$ cat src/rtl/spi_input_conditioner_pkg.sv
// Shared defaults for the SPI input conditioner: filter timing and the
// level each channel rests at while idle or held in reset.
package spi_input_conditioner_pkg;

  localparam int WAIT_TIME_DEF     = 3;
  localparam int COUNTER_WIDTH_DEF = 3;

  // Idle levels: SCLK low (mode 0), CS deselected, MOSI low.
  localparam logic SCLK_IDLE = 1'b0;
  localparam logic CS_IDLE   = 1'b1;
  localparam logic MOSI_IDLE = 1'b0;

endpackage

$ cat src/rtl/spi_input_conditioner_if.sv
// Raw SPI pins in, conditioned levels and edge pulses out. The slave side
// is the conditioner; the master side is whatever drives the pins.
interface spi_input_conditioner_if;

  logic sclk_pin;
  logic cs_pin;
  logic mosi_pin;
  logic sclk_posedge;
  logic sclk_negedge;
  logic cs_cond;
  logic cs_negedge;
  logic mosi_cond;

  modport master (
    output sclk_pin, cs_pin, mosi_pin,
    input  sclk_posedge, sclk_negedge, cs_cond, cs_negedge, mosi_cond
  );

  modport slave (
    input  sclk_pin, cs_pin, mosi_pin,
    output sclk_posedge, sclk_negedge, cs_cond, cs_negedge, mosi_cond
  );

endinterface

$ cat src/rtl/input_conditioner_ch.sv
// One conditioning channel: two-flop synchronizer, consecutive-sample
// glitch filter and registered edge pulses on the filtered level.
module input_conditioner_ch #(
  parameter int   WAIT_TIME     = 3,
  parameter int   COUNTER_WIDTH = 3,
  parameter logic IDLE_VAL      = 1'b0
) (
  input  logic clk,
  input  logic reset,
  input  logic pin,
  output logic conditioned,
  output logic posedge_p,
  output logic negedge_p
);

  localparam logic [COUNTER_WIDTH-1:0] CNT_LAST = COUNTER_WIDTH'(WAIT_TIME - 1);

  logic                     sync0_q, sync0_d;
  logic                     sync1_q, sync1_d;
  logic                     cond_q,  cond_d;
  logic                     pos_q,   pos_d;
  logic                     neg_q,   neg_d;
  logic [COUNTER_WIDTH-1:0] count_q, count_d;

  always_comb begin
    // NOTE: every signal gets a default first so no path leaves it unassigned (no latch).
    sync0_d = pin;
    sync1_d = sync0_q;
    cond_d  = cond_q;
    count_d = '0;
    pos_d   = 1'b0;
    neg_d   = 1'b0;
    // Any sample that agrees with the accepted level restarts the count.
    if (sync1_q != cond_q) begin
      if (count_q == CNT_LAST) begin
        cond_d = sync1_q;
        pos_d  = sync1_q;
        neg_d  = ~sync1_q;
      end else begin
        count_d = count_q + COUNTER_WIDTH'(1);
      end
    end
  end

  always_ff @(posedge clk) begin
    // NOTE: non-blocking updates so every flop samples pre-edge values.
    if (reset) begin
      sync0_q <= IDLE_VAL;
      sync1_q <= IDLE_VAL;
      cond_q  <= IDLE_VAL;
      count_q <= '0;
      pos_q   <= 1'b0;
      neg_q   <= 1'b0;
    end else begin
      sync0_q <= sync0_d;
      sync1_q <= sync1_d;
      cond_q  <= cond_d;
      count_q <= count_d;
      pos_q   <= pos_d;
      neg_q   <= neg_d;
    end
  end

  assign conditioned = cond_q;
  assign posedge_p   = pos_q;
  assign negedge_p   = neg_q;

endmodule

$ cat src/rtl/spi_input_conditioner.sv
// Front end for an SPI peripheral: cleans SCLK, CS and MOSI into the clk
// domain and exports only the levels and edges the core consumes.
module spi_input_conditioner
  import spi_input_conditioner_pkg::*;
#(
  parameter int WAIT_TIME     = WAIT_TIME_DEF,
  parameter int COUNTER_WIDTH = COUNTER_WIDTH_DEF
) (
  input logic                    clk,
  input logic                    reset,
  spi_input_conditioner_if.slave spi
);

  // Channel outputs the SPI core never looks at.
  logic sclk_level_unused;
  logic cs_posedge_unused;
  logic mosi_posedge_unused;
  logic mosi_negedge_unused;

  input_conditioner_ch #(
    .WAIT_TIME(WAIT_TIME), .COUNTER_WIDTH(COUNTER_WIDTH), .IDLE_VAL(SCLK_IDLE)
  ) u_sclk (
    .clk(clk), .reset(reset), .pin(spi.sclk_pin),
    .conditioned(sclk_level_unused),
    .posedge_p(spi.sclk_posedge),
    .negedge_p(spi.sclk_negedge)
  );

  input_conditioner_ch #(
    .WAIT_TIME(WAIT_TIME), .COUNTER_WIDTH(COUNTER_WIDTH), .IDLE_VAL(CS_IDLE)
  ) u_cs (
    .clk(clk), .reset(reset), .pin(spi.cs_pin),
    .conditioned(spi.cs_cond),
    .posedge_p(cs_posedge_unused),
    .negedge_p(spi.cs_negedge)
  );

  input_conditioner_ch #(
    .WAIT_TIME(WAIT_TIME), .COUNTER_WIDTH(COUNTER_WIDTH), .IDLE_VAL(MOSI_IDLE)
  ) u_mosi (
    .clk(clk), .reset(reset), .pin(spi.mosi_pin),
    .conditioned(spi.mosi_cond),
    .posedge_p(mosi_posedge_unused),
    .negedge_p(mosi_negedge_unused)
  );

endmodule
$ cat src/flat_wrapper.sv
// flat-port wrapper written by rule: the top's interface ports become plain ports
module spi_input_conditioner_flat import spi_input_conditioner_pkg::*;
#(
  parameter int WAIT_TIME     = WAIT_TIME_DEF,
  parameter int COUNTER_WIDTH = COUNTER_WIDTH_DEF
)
  (clk, reset, spi_sclk_pin, spi_cs_pin, spi_mosi_pin, spi_sclk_posedge, spi_sclk_negedge, spi_cs_cond, spi_cs_negedge, spi_mosi_cond);
  spi_input_conditioner_if spi_i ();
  input logic clk;
  input logic reset;
  input wire logic [$bits(spi_i.sclk_pin)-1:0] spi_sclk_pin;
  input wire logic [$bits(spi_i.cs_pin)-1:0] spi_cs_pin;
  input wire logic [$bits(spi_i.mosi_pin)-1:0] spi_mosi_pin;
  output wire logic [$bits(spi_i.sclk_posedge)-1:0] spi_sclk_posedge;
  output wire logic [$bits(spi_i.sclk_negedge)-1:0] spi_sclk_negedge;
  output wire logic [$bits(spi_i.cs_cond)-1:0] spi_cs_cond;
  output wire logic [$bits(spi_i.cs_negedge)-1:0] spi_cs_negedge;
  output wire logic [$bits(spi_i.mosi_cond)-1:0] spi_mosi_cond;
  assign spi_i.sclk_pin = spi_sclk_pin;
  assign spi_i.cs_pin = spi_cs_pin;
  assign spi_i.mosi_pin = spi_mosi_pin;
  assign spi_sclk_posedge = spi_i.sclk_posedge;
  assign spi_sclk_negedge = spi_i.sclk_negedge;
  assign spi_cs_cond = spi_i.cs_cond;
  assign spi_cs_negedge = spi_i.cs_negedge;
  assign spi_mosi_cond = spi_i.mosi_cond;
  spi_input_conditioner #(.WAIT_TIME(WAIT_TIME), .COUNTER_WIDTH(COUNTER_WIDTH)) u_core (.clk(clk), .reset(reset), .spi(spi_i));
endmodule
$ cat config.mk
export PLATFORM = sky130hd
export DESIGN_NAME = spi_input_conditioner_flat
export DESIGN_NICKNAME = d
export VERILOG_FILES = /design/src/rtl/spi_input_conditioner_pkg.sv /design/src/rtl/spi_input_conditioner_if.sv /design/src/rtl/input_conditioner_ch.sv /design/src/rtl/spi_input_conditioner.sv /design/src/flat_wrapper.sv
export SDC_FILE = /design/constraint.sdc
export NUM_CORES = 1
export LEC_CHECK = 0
export CAP_MARGIN = 20
export CORE_UTILIZATION = 46
export CTS_BUF_LIST = sky130_fd_sc_hd__clkbuf_16
export DETAILED_ROUTE_END_ITERATION = 8
export GPL_TIMING_DRIVEN = 0
export PLACE_DENSITY = 0.71
export SLEW_MARGIN = 40
export SYNTH_ARGS = -nofsm -noshare
export SYNTH_HDL_FRONTEND = slang
export SYNTH_SLANG_ARGS = --single-unit
$ cat constraint.sdc
create_clock -name clk -period 1.1 [get_ports clk]
set_clock_uncertainty 0.1 [all_clocks]
set_input_delay 0.275 -clock clk [delete_from_list [all_inputs] [get_ports clk]]
set_output_delay 0.275 -clock clk [all_outputs]
set_load 0.02 [all_outputs]
## Word level (Yosys, flattened, before mapping)

Index checks and enable logic that the tools add are counted.

- Register bits: 21
- Input bits: 5
- Logic and storage cells: 39

- Bitwise logic cells: 7
- $add $sub $neg: 3
- Eq/ne operators: 6
- Reductions and logical operators: 8

Operators by type and width:

| cell | number |
|---|---|
| 3-bit OR reduction | 5 |
| 3-bit by 1-bit adder with 3-bit output, second input constant | 3 |
| 3-bit by 2-bit == test with 1-bit output, second input constant | 3 |
| 1-bit inverter | 7 |
| 2-bit AND reduction | 3 |
| 1-bit inequality test | 3 |

## Longest topological paths before layout

- Depth after elaboration: 3
- Depth in mapped cells: 5
- Gate-level depth less buffers: 5

## Cells and area by module

From an unflattened synthesis, not the netlist that was laid out.

- Cell total of the unflattened synthesis: 79
- Area, all modules: 880.8 um^2

By module, submodules not included:

| module | cells an instance | seq. area each (um^2) | times used | area each (um^2) |
|---|---|---|---|---|
| input_conditioner_ch at u_core.u_mosi ... | 27 | 160.2 | 2 | 289.0 |
| input_conditioner_ch at u_core.u_cs | 25 | 160.2 | 1 | 302.8 |

## Worst setup path after synthesis

Ideal clock, no wire load.

- Path type: register -> register
- From: reg u_core.u_cs.count_q[0]
- To: reg u_core.u_cs.cond_q (netlist: u_core.u_cs.conditioned)
- Setup time: 0.120 ns
- Arrival time: 0.964 ns
- Required time: 0.880 ns
- Path buffers: 0
- Clock period less this slack: 1.184 ns
- Path slack: -0.084 ns
- Stages on the path, launching flop included: 5
- Cells stage by stage: dfxtp_1 -> inv_1 -> ha_1 -> nor2b_4 -> a211o_1

- Word-level cells in the longest chain between the ends: 2

Ends and longest elaborated chain:

| element | RTL line | text |
|---|---|---|
| start: declaration | input_conditioner_ch.sv:23 | `logic [COUNTER_WIDTH-1:0] count_q, count_d;` |
| start signal: assignment | input_conditioner_ch.sv:58 | `count_q <= count_d;` |
| 3-bit by 2-bit == test with 1-bit output | input_conditioner_ch.sv:35 | `if (count_q == CNT_LAST) begin` |
| 2-bit AND reduction (no line) | - |  |
| end signal: assignment | input_conditioner_ch.sv:57 | `cond_q <= cond_d;` |
| end: declaration | input_conditioner_ch.sv:20 | `logic cond_q, cond_d;` |

No other way between the ends.
A chain may end at the register's enable or synchronous reset.

## Final worst setup path

Ends and elaborated chain as after synthesis.

==> results.txt <==
count of pins over their slew limit = 0
peak supply drop = 0.900 mV
#FFs+latches synth = 21
Worst Tran Pin Value = 226 ps
cts bufs inserted = 3
worst-skew pair later-pin latency = 250 ps
worst r2r src = u_core.u_cs.count_q[0]
CP required = 1130 ps
setup ws final = -47.7 ps
Synth Area in XOR/XNOR = 2.24%
Slew headroom = 84.8%
yosys warns = 0
CTS Root Cell = clkbuf_16
Die Wd = 43.2 microns
Data arrival, critical path = 1180 ps
H-tree levels = 1
final setup fails = 5
first drt pass iteration count = 4
number of antenna violations at the first check in global routing = 0
Synth Instances = 75
CP Class = reg2reg
fin nets = 105
register area share after synthesis = 53.8%
outcome = finished, violations left
Yosys cell types = 19
number of global-route vias before repair = 541
worst r2r dst = u_core.u_cs.conditioned
Reg2Reg Setup Slack = -50 ps
largest net degree at the start of global routing = 12
total core area = 1540 sq um
share of the synthesized area in the top cell type = 53.8%
Final Instance Area = 1130 sq um
Synth Area per Inst = 10.4 sq um
WL final = 1430 microns
Area growth syn-to-layout = 44.9%
top cells by area, synth = dfxtp_1, ha_1, nor3_1, nor2b_1, nand2b_1
Final Instance Count excl. Fillers = 109
Leak = 0.437 nW
FF-to-FF path depth = 5
routability cong. = 0.651
Remaining DRCs = 0
PwrDens = 1390 nW/um^2
worst hold-check path type = reg2reg
final design utilization = 73.4%
post-synthesis simple-gate area fraction = 24.5%
DR WL/cell = 13.1 microns
Rows = 14
fin crit share = 104%
initial drt markers = 2
Cell Area, Placed = 913 sq um
Die H = 43.2 microns
Hold WS = 309 ps
dpl ws = -423 ps
remaining antenna violation count = 0
layout cells sized above 1 = 49.5%
hold_sp = u_core.u_cs.sync0_q
mapped cell area = 781 sq um
CTS tree = done
Initial Util = 50.6%
Yosys top cell by area = dfxtp_1
first-pass GRT wire length = 2310 microns
Clock Sink Count = 21
dpl hpwl = 831 microns
Overall Global Routing Usage = 17.0%
# fillers = 117
RSZ-0062 raised after global routing = yes
Worst-path clk slew = 50 ps
most common cell after layout, fill and taps aside = dfxtp_1
Adder-Cell Fraction of Synth Area = 9.62%
placed insts = 100
CP Max Fanout = 4
multiplexer area fraction after synthesis = 3.85%
gr ovfl total = 0
synthesized net count = 86
hold violation total from the final report = 0
Tot Pwr = 1.57 mW
failing checks = setup timing
Worst Hold Depth = 1
min cycle time layout = 1150 ps
main combinational cell family by area after synthesis = simple AND/OR/NAND/NOR gates
WHS Endpoint = u_core.u_cs.sync1_q
MaxCap Viol Count = 0
Max clock buf depth = 2
number of vias per cell = 5.08
Critical Path End Type = register
compound-cell area share of the yosys netlist = 3.37%
num ports = 10
crit start category = register
die area = 1870 sq um
most frequent cells in the layout = dfxtp_1, buf_4, nor2_1, dfxtp_2, nor3_2
diode count = 0
IO buf count = 9
Setup TNS Final = -66.9 ps
vias = 554
maximum clock frequency = 0.871 GHz
hold_buf cts = 0
[critical path: stages (launching register included)]
cell and delay (ps):
dfxtp_2 320, inv_2 60, ha_4 120, nor2b_4 160
nor2b_1 60, a211o_1 220
[worst max path at each step]
stage                            from                       to  cells after the start
6_report       u_core.u_cs.count_q[0]  u_core.u_cs.conditioned                      5
5_1_grt        u_core.u_cs.count_q[0]  u_core.u_cs.conditioned                      5
4_1_cts        u_core.u_cs.count_q[0]  u_core.u_cs.conditioned                      5
3_5_place_dp                    reset      u_core.u_cs.sync0_q                      3
3_3_place_gp                    reset      u_core.u_cs.sync0_q                      3
2_1_floorplan  u_core.u_cs.count_q[0]  u_core.u_cs.conditioned                      4
[sequential cells by signal, summed over array words and instances, names as in the netlist]
signal	cells
u_core.u_mosi.sync0_q	1
u_core.u_mosi.conditioned	1
u_core.u_sclk.sync1_q	1
u_core.u_sclk.count_q	3
u_core.u_cs.negedge_p	1
u_core.u_cs.sync0_q	1
u_core.u_cs.count_q	3
u_core.u_sclk.posedge_p	1
u_core.u_cs.conditioned	1
u_core.u_mosi.sync1_q	1
u_core.u_cs.sync1_q	1
u_core.u_sclk.negedge_p	1
u_core.u_sclk.sync0_q	1
u_core.u_sclk.conditioned	1
u_core.u_mosi.count_q	3
[logic make-up after synthesis]
| logic type | count (synthesis) |
|---|---|
| and+or+nand+nor | 34 |
| DFF | 21 |
| adders and majority gates | 6 |
| buffers and inverters | 5 |
| AOI/OAI and AO/OA | 4 |
| muxes | 3 |
| xor gates and xnor gates | 2 |
[synthesized netlist by cell type]
master	count
dfxtp_1	21
nor3_1	8
nor2_1	7
ha_1	6
nor2b_1	6
nand2b_1	5
inv_1	4
mux2i_1	3
a21oi_1	2
nand2_1	2
or2_2	2
xor2_1	2
a211o_1	1
a21o_1	1
and2b_2	1
and3_1	1
buf_2	1
nor2b_4	1
nor3b_1	1
[what timing repair did]
item / 4_1_cts / 5_1_grt
buffers inserted: 4 / 1
resized for setup: 39 / 16
pin swaps: 3 / 2
setup endpoints to repair: 21 / 15
[metal layers]
metal,global-route usage [%],vias up,share of wire [%],wire [microns]
met5,0,-,0,0
met4,5.45,0,0.84,12
met3,3.83,2,1.9,27
met2,32.2,8,54,774
met1,18.0,261,43,614
li1,-,283,-,-
[layout make-up]
| class | instances | area (sq um) | share of cell area [%] |
|---|---|---|---|
| Buffer | 1 | 7.51 | 0.664 |
| Clock buffer | 3 | 75.1 | 6.64 |
| Clock inverter | 1 | 3.75 | 0.332 |
| Inverter | 4 | 15.0 | 1.33 |
| Multi-Input combinational cell | 49 | 458 | 40.5 |
| Sequential cell | 21 | 433 | 38.3 |
| Tap cell | 16 | 20.0 | 1.77 |
| Timing Repair Buffer | 14 | 119 | 10.5 |
[power by group]
part | internal (mW) | leakage [nW] | switching [mW]
clock | 0.483 | 0.0423 | 0.246
sequential | 0.774 | 0.174 | 0.00900
combinational | 0.0361 | 0.221 | 0.0256
total | 1.29 | 0.437 | 0.281
No activity file was read; power rests on OpenSTA's default activity.
